`config.mk`:
```
export PLATFORM = sky130hd
export DESIGN_NAME = apple_spawner
export DESIGN_NICKNAME = d
export VERILOG_FILES = /design/src/rtl/apple_spawner.sv
export SDC_FILE = /design/constraint.sdc
export NUM_CORES = 1
export LEC_CHECK = 0
export CORE_AREA = 2 2 203 205
export CTS_CLUSTER_DIAMETER = 50
export CTS_CLUSTER_SIZE = 40
export DETAILED_ROUTE_END_ITERATION = 10
export DIE_AREA = 0 0 205 207
export PLACE_DENSITY = 0.66
export RECOVER_POWER = 100
export SYNTH_ARGS = -nofsm -noshare
export SYNTH_HDL_FRONTEND = slang
export SYNTH_SLANG_ARGS = --single-unit
```
`constraint.sdc`:
```
create_clock -name clk -period 3.5 [get_ports clk]
set_input_delay 0.525 -clock clk [delete_from_list [all_inputs] [get_ports clk]]
set_output_delay 0.525 -clock clk [all_outputs]
set_load 0.01 [all_outputs]
```
`src/rtl/apple_spawner.sv`:
```
// Apple placement for the 16x16 snake board: LFSR picks, linear-scan fallback.
// Holds the apple until eaten; reports a sticky full board when no cell is free.
module apple_spawner #(
    parameter int unsigned RANDOM_TRIES = 16,
    parameter logic [7:0]  LFSR_SEED    = 8'h01
) (
    input  logic               clk,
    input  logic               reset,
    input  logic               enable,
    input  logic               appleEaten,
    input  logic [15:0][15:0]  snakePixels,
    output logic [15:0][15:0]  RedPixels,
    output logic [3:0]         appleX,
    output logic [3:0]         appleY,
    output logic               appleValid,
    output logic               boardFull
);

    typedef enum logic [1:0] {
        SEARCH_RAND,
        SEARCH_SCAN,
        PLACED,
        FULL
    } state_t;

    localparam logic [7:0] LAST_TRY = 8'(RANDOM_TRIES - 1);

    state_t            state, state_d;
    logic [7:0]        lfsr, lfsr_d;
    logic [7:0]        tries, tries_d;
    logic [7:0]        scanIdx, scanIdx_d;
    logic [15:0][15:0] red_d;
    logic [3:0]        x_d, y_d;
    logic              valid_d, full_d;
    logic [7:0]        cand;
    logic              candBusy;

    // The cell under test comes from the LFSR or the scan counter.
    assign cand     = (state == SEARCH_SCAN) ? scanIdx : lfsr;
    assign candBusy = snakePixels[cand[7:4]][cand[3:0]];

    always_comb begin
        lfsr_d    = {lfsr[6:0], lfsr[7] ^ lfsr[5] ^ lfsr[4] ^ lfsr[3]};
        state_d   = state;
        tries_d   = tries;
        scanIdx_d = scanIdx;
        red_d     = RedPixels;
        x_d       = appleX;
        y_d       = appleY;
        valid_d   = appleValid;
        full_d    = boardFull;
        if (enable) begin
            unique case (state)
                SEARCH_RAND, SEARCH_SCAN: begin
                    if (!candBusy) begin
                        red_d                       = '0;
                        red_d[cand[7:4]][cand[3:0]] = 1'b1;
                        x_d                         = cand[7:4];
                        y_d                         = cand[3:0];
                        valid_d                     = 1'b1;
                        state_d                     = PLACED;
                    end else if (state == SEARCH_RAND) begin
                        if (tries == LAST_TRY) begin
                            state_d   = SEARCH_SCAN;
                            scanIdx_d = 8'd0;
                        end else begin
                            tries_d = tries + 8'd1;
                        end
                    end else if (scanIdx == 8'hff) begin
                        red_d   = '0;
                        valid_d = 1'b0;
                        full_d  = 1'b1;
                        state_d = FULL;
                    end else begin
                        scanIdx_d = scanIdx + 8'd1;
                    end
                end
                PLACED: begin
                    if (appleEaten) begin
                        red_d   = '0;
                        valid_d = 1'b0;
                        tries_d = 8'd0;
                        state_d = SEARCH_RAND;
                    end
                end
                FULL: begin
                end
                default: begin
                end
            endcase
        end
    end

    always_ff @(posedge clk or negedge reset) begin
        if (!reset) begin
            state      <= SEARCH_RAND;
            lfsr       <= LFSR_SEED;
            tries      <= 8'd0;
            scanIdx    <= 8'd0;
            RedPixels  <= '0;
            appleX     <= 4'd0;
            appleY     <= 4'd0;
            appleValid <= 1'b0;
            boardFull  <= 1'b0;
        end else begin
            state      <= state_d;
            lfsr       <= lfsr_d;
            tries      <= tries_d;
            scanIdx    <= scanIdx_d;
            RedPixels  <= red_d;
            appleX     <= x_d;
            appleY     <= y_d;
            appleValid <= valid_d;
            boardFull  <= full_d;
        end
    end

endmodule

```
==> flow_summary_export.csv <==
group,metric,value,unit
global_route,grt_overflow_total,0,
run_status,violations,"capacitance limit, slew limit, setup timing",
die,die_h,207,um
global_route,grt_pass1_wl,89700,um
cts,clkTransAtPathRegs,90,ps
global_route,grt.total_usage,0.282,
critical_path,path_cells,"nand2b_4, mux2i_4, buf_6, buf_12, buf_6, mux2i_2, o22ai_1, o41ai_2, nand4_1, a22oi_2, buf_4, and3_4, nand2_2, buf_12, o2bb2ai_1",
hold_path,hold_path.class,"register to register",
critical_path,crit_family,"compound AO/OA/AOI/OAI gates",
logic_synthesis,netlist_top_cells_area,"dfrtp_1 55%, o2bb2ai_1 17%, mux2i_1 9.8%",
place,dp.cells,2172,
timing,finalHoldViolCount,0,
drt,ant_nets,0,
drt,vias,13200,
logic_synthesis,syn_nets,1381,
logic_synthesis,synth_top_area_share,0.547,
drt,wirelength,67000,um
power_and_ir_drop,vdd_drop_max,0.336,mV
timing,finalWorstSetupSlack,-273,ps
die,pin_count,526,
place,place_hpwl,40200,um
logic_synthesis,ys.flop_type,"dfrtp_1",
critical_path,max_stage_delay,420,ps
timing,final.setup.tns,-42600,ps
power_and_ir_drop,power_density,555,nW/um^2
timing,post-route-period-util,1.08,
logic_synthesis,synth-edff-count,0,
die,core,40400,um^2
critical_path,rr_worst_depth,15,
logic_synthesis,syn_area_per_cell,11.9,um^2
die,die_area,42400,um^2
global_route,grt_max_degree,102,
drt,routed_via_density,5.72,
cts,clkLatencyLatePin,580,ps
timing,max_slew_margin,-0.414,
timing,slew_viol_final,85,
timing,fmax,0.265,GHz
logic_synthesis,synthArstFlopShare,1.00,
drt,first_iter_violations,820,
cts,cts_tree,"built",
place,place.gp.congestion,0.941,
timing,worstMarginPinSlew,2120,ps
logic_synthesis,ys_ff_latch,292,
critical_path,slowest_stage,"dfrtp_1",
critical_path,worstPathArrival,4270,ps
layout,drive_gt1_frac,0.249,
critical_path,start_kind,"register",
critical_path,rr_endpoint,"RedPixels[150]",
layout,stdcell_count,2316,
logic_synthesis,synth_top_cell_by_area,"dfrtp_1",
cts,cts_max_level,1,
logic_synthesis,yosys_warnings,0,
critical_path,rrSetupSlack,-270,ps
timing,fin_crit,3770,ps
power_and_ir_drop,combPwrFrac,0.464,
critical_path,path_buf_inv,5,
die,start_util,0.330,
timing,setup_viol,265,
global_route,grt_antenna_before_repair,11,
power_and_ir_drop,switching_share,0.389,
layout,nets,2010,
logic_synthesis,synthesis.area,13300,um^2
place,io_buffers,525,
drt,wl_per_cell,28.9,um
timing,rsz0062_at_grt,"true",
run_status,outcome,"finished with violations",
critical_path,worstReg2RegStart,"state[0]",
global_route,grt_pass1_vias,13500,
power_and_ir_drop,clkPwrFrac,0.267,
hold_path,hp-start,"lfsr[0]",
critical_path,crit_path_max_fanout,29,
power_and_ir_drop,power.leakage,11.0,nW
critical_path,end_kind,"register",
critical_path,path_class,"register to register",
timing,fin_worst_skew,24.2,ps
logic_synthesis,ys_seq_area_frac,0.549,
hold_path,hold_path_end,"lfsr[1]",
logic_synthesis,synth_cells,1119,
drt,firstDrtPassIters,5,
power_and_ir_drop,p_int,0.00825,W
critical_path,cp.required,4000,ps
logic_synthesis,ys_types,53,
layout,fillers,3122,
layout,syn_to_final_growth,82.8,%
cts,cts_buffers,30,
die,die_x,205,um
drt,route.detailed.drc,0,
cts,cts_sinks,292,
power_and_ir_drop,power.switching,0.00525,W
cts,cts-root-buf,"clkbuf_16",
cts,clk_path_buf_depth,3,
flow_run,drv_cap,1,
die,row_count,74,
power_and_ir_drop,sequentialPowerShare,0.269,
power_and_ir_drop,power.total,0.0135,W
hold_path,holdPathStages,0,
how the worst max path moves through the flow:
stage	depth (start not counted)	to	from
global route	15	RedPixels[150]	state[0]
floorplan	16	RedPixels[122]	state[0]
detailed placement	14	RedPixels[129]	state[1]
global placement	11	RedPixels[242]	state[1]
CTS	19	RedPixels[25]	state[1]
finish	15	RedPixels[150]	state[0]
sequential cells by signal (all words and copies together), names as in the netlist:
name,count
RedPixels,256
lfsr,8
scanIdx,8
tries,8
appleX,4
appleY,4
state,2
appleValid,1
boardFull,1
Yosys cell counts, drive strengths merged, types with 3 or more instances:
cell / number
nor2: 21
clkbuf: 52
and3: 4
o21ai: 11
mux2i: 132
o2bb2ai: 256
a31oi: 8
and2: 3
nor3b: 4
o31ai: 9
nand3: 12
nand2: 105
buf: 46
o41ai: 13
nand4: 5
a21oi: 13
nand3b: 5
dfrtp: 291
nand2b: 6
mux4: 4
o22ai: 61
inv: 9
nor3: 13
per-stage QoR:
stage	area, um^2	worst slack [ps]	hold slack (ps)	utilization
final	24300	-273	474	0.603
after global routing	24300	-379	489	0.603
after CTS	22500	-155	437	0.558
after detailed placement	19800	-337	427	0.492
after global placement	19800	-279	423	0.492
after floorplan	13300	5.89	229	-
cell families after synthesis:
group	share of synthesized area
AO/OA/AOI/OAI	0.237
flip-flops	0.549
AND/OR/NAND/NOR	0.0634
multiplexers	0.109
buffers and inverters	0.0381
XOR/XNOR	0.00263
adder cells (fa/ha/maj)	0.00188
worst register-to-register path, cell delays in order (launching register included):
cell and delay, ps:
dfrtp_1 420, nand2b_4 100, mux2i_4 290, buf_6 160
buf_12 160, buf_6 180, mux2i_2 310, o22ai_1 160
o41ai_2 300, nand4_1 250, a22oi_2 240, buf_4 140
and3_4 280, nand2_2 190, buf_12 220, o2bb2ai_1 290
routing by layer:
layer | vias up | wire (um) | GRT usage
li1 | 5636 | - | -
met1 | 6703 | 25500 | 0.335
met2 | 707 | 32400 | 0.469
met3 | 195 | 5530 | 0.0714
met4 | 0 | 3560 | 0.147
met5 | - | 0 | 0
power by group through the flow:
stage / clock network (W) / logic [W] / registers [W]
floorplan: 0 / 0.00200 / 0.00370
global placement: 0 / 0.00373 / 0.00368
detailed placement: 0 / 0.00375 / 0.00369
CTS: 0.00361 / 0.00520 / 0.00363
global route: 0.00378 / 0.00648 / 0.00365
finish: 0.00361 / 0.00627 / 0.00363
layout make-up:
cell class,count,area (um^2),area share
Sequential cell,292,7310,0.300
Multi-Input combinational cell,721,7330,0.301
Clock buffer,31,764,0.0314
Timing Repair Buffer,694,7850,0.323
Tap cell,532,666,0.0273
Inverter,9,33.8,0.00139
Clock inverter,25,354,0.0145
Antenna cell,12,30.0,0.00123
layout by cell type, fill, tap and decap left out, types with 6 or more instances in the layout:
master,n
clkbuf_16,50
o22ai_2,9
nand3_1,12
a31oi_1,6
buf_16,25
o21ai_0,6
nor2_1,21
mux2i_1,101
buf_4,69
diode_2,12
dfrtp_1,291
nor3_1,12
mux2i_4,19
o22ai_1,51
dlygate4sd3_1,267
o2bb2ai_2,99
buf_12,31
clkdlybuf4s50_1,258
buf_6,16
a21oi_1,13
inv_1,9
o2bb2ai_1,127
o41ai_2,11
mux2i_2,12
nand2_1,98
o2bb2ai_4,30
repair_timing:
item	CTS	global route
endpoints found under the setup margin	284	282
hold buffers	1	0
setup buffers	22	15
gates resized for setup	121	202
cloned	22	26
hold endpoints to repair	81	0
pin swaps	15	69
Power figures use the tool's default switching activity.
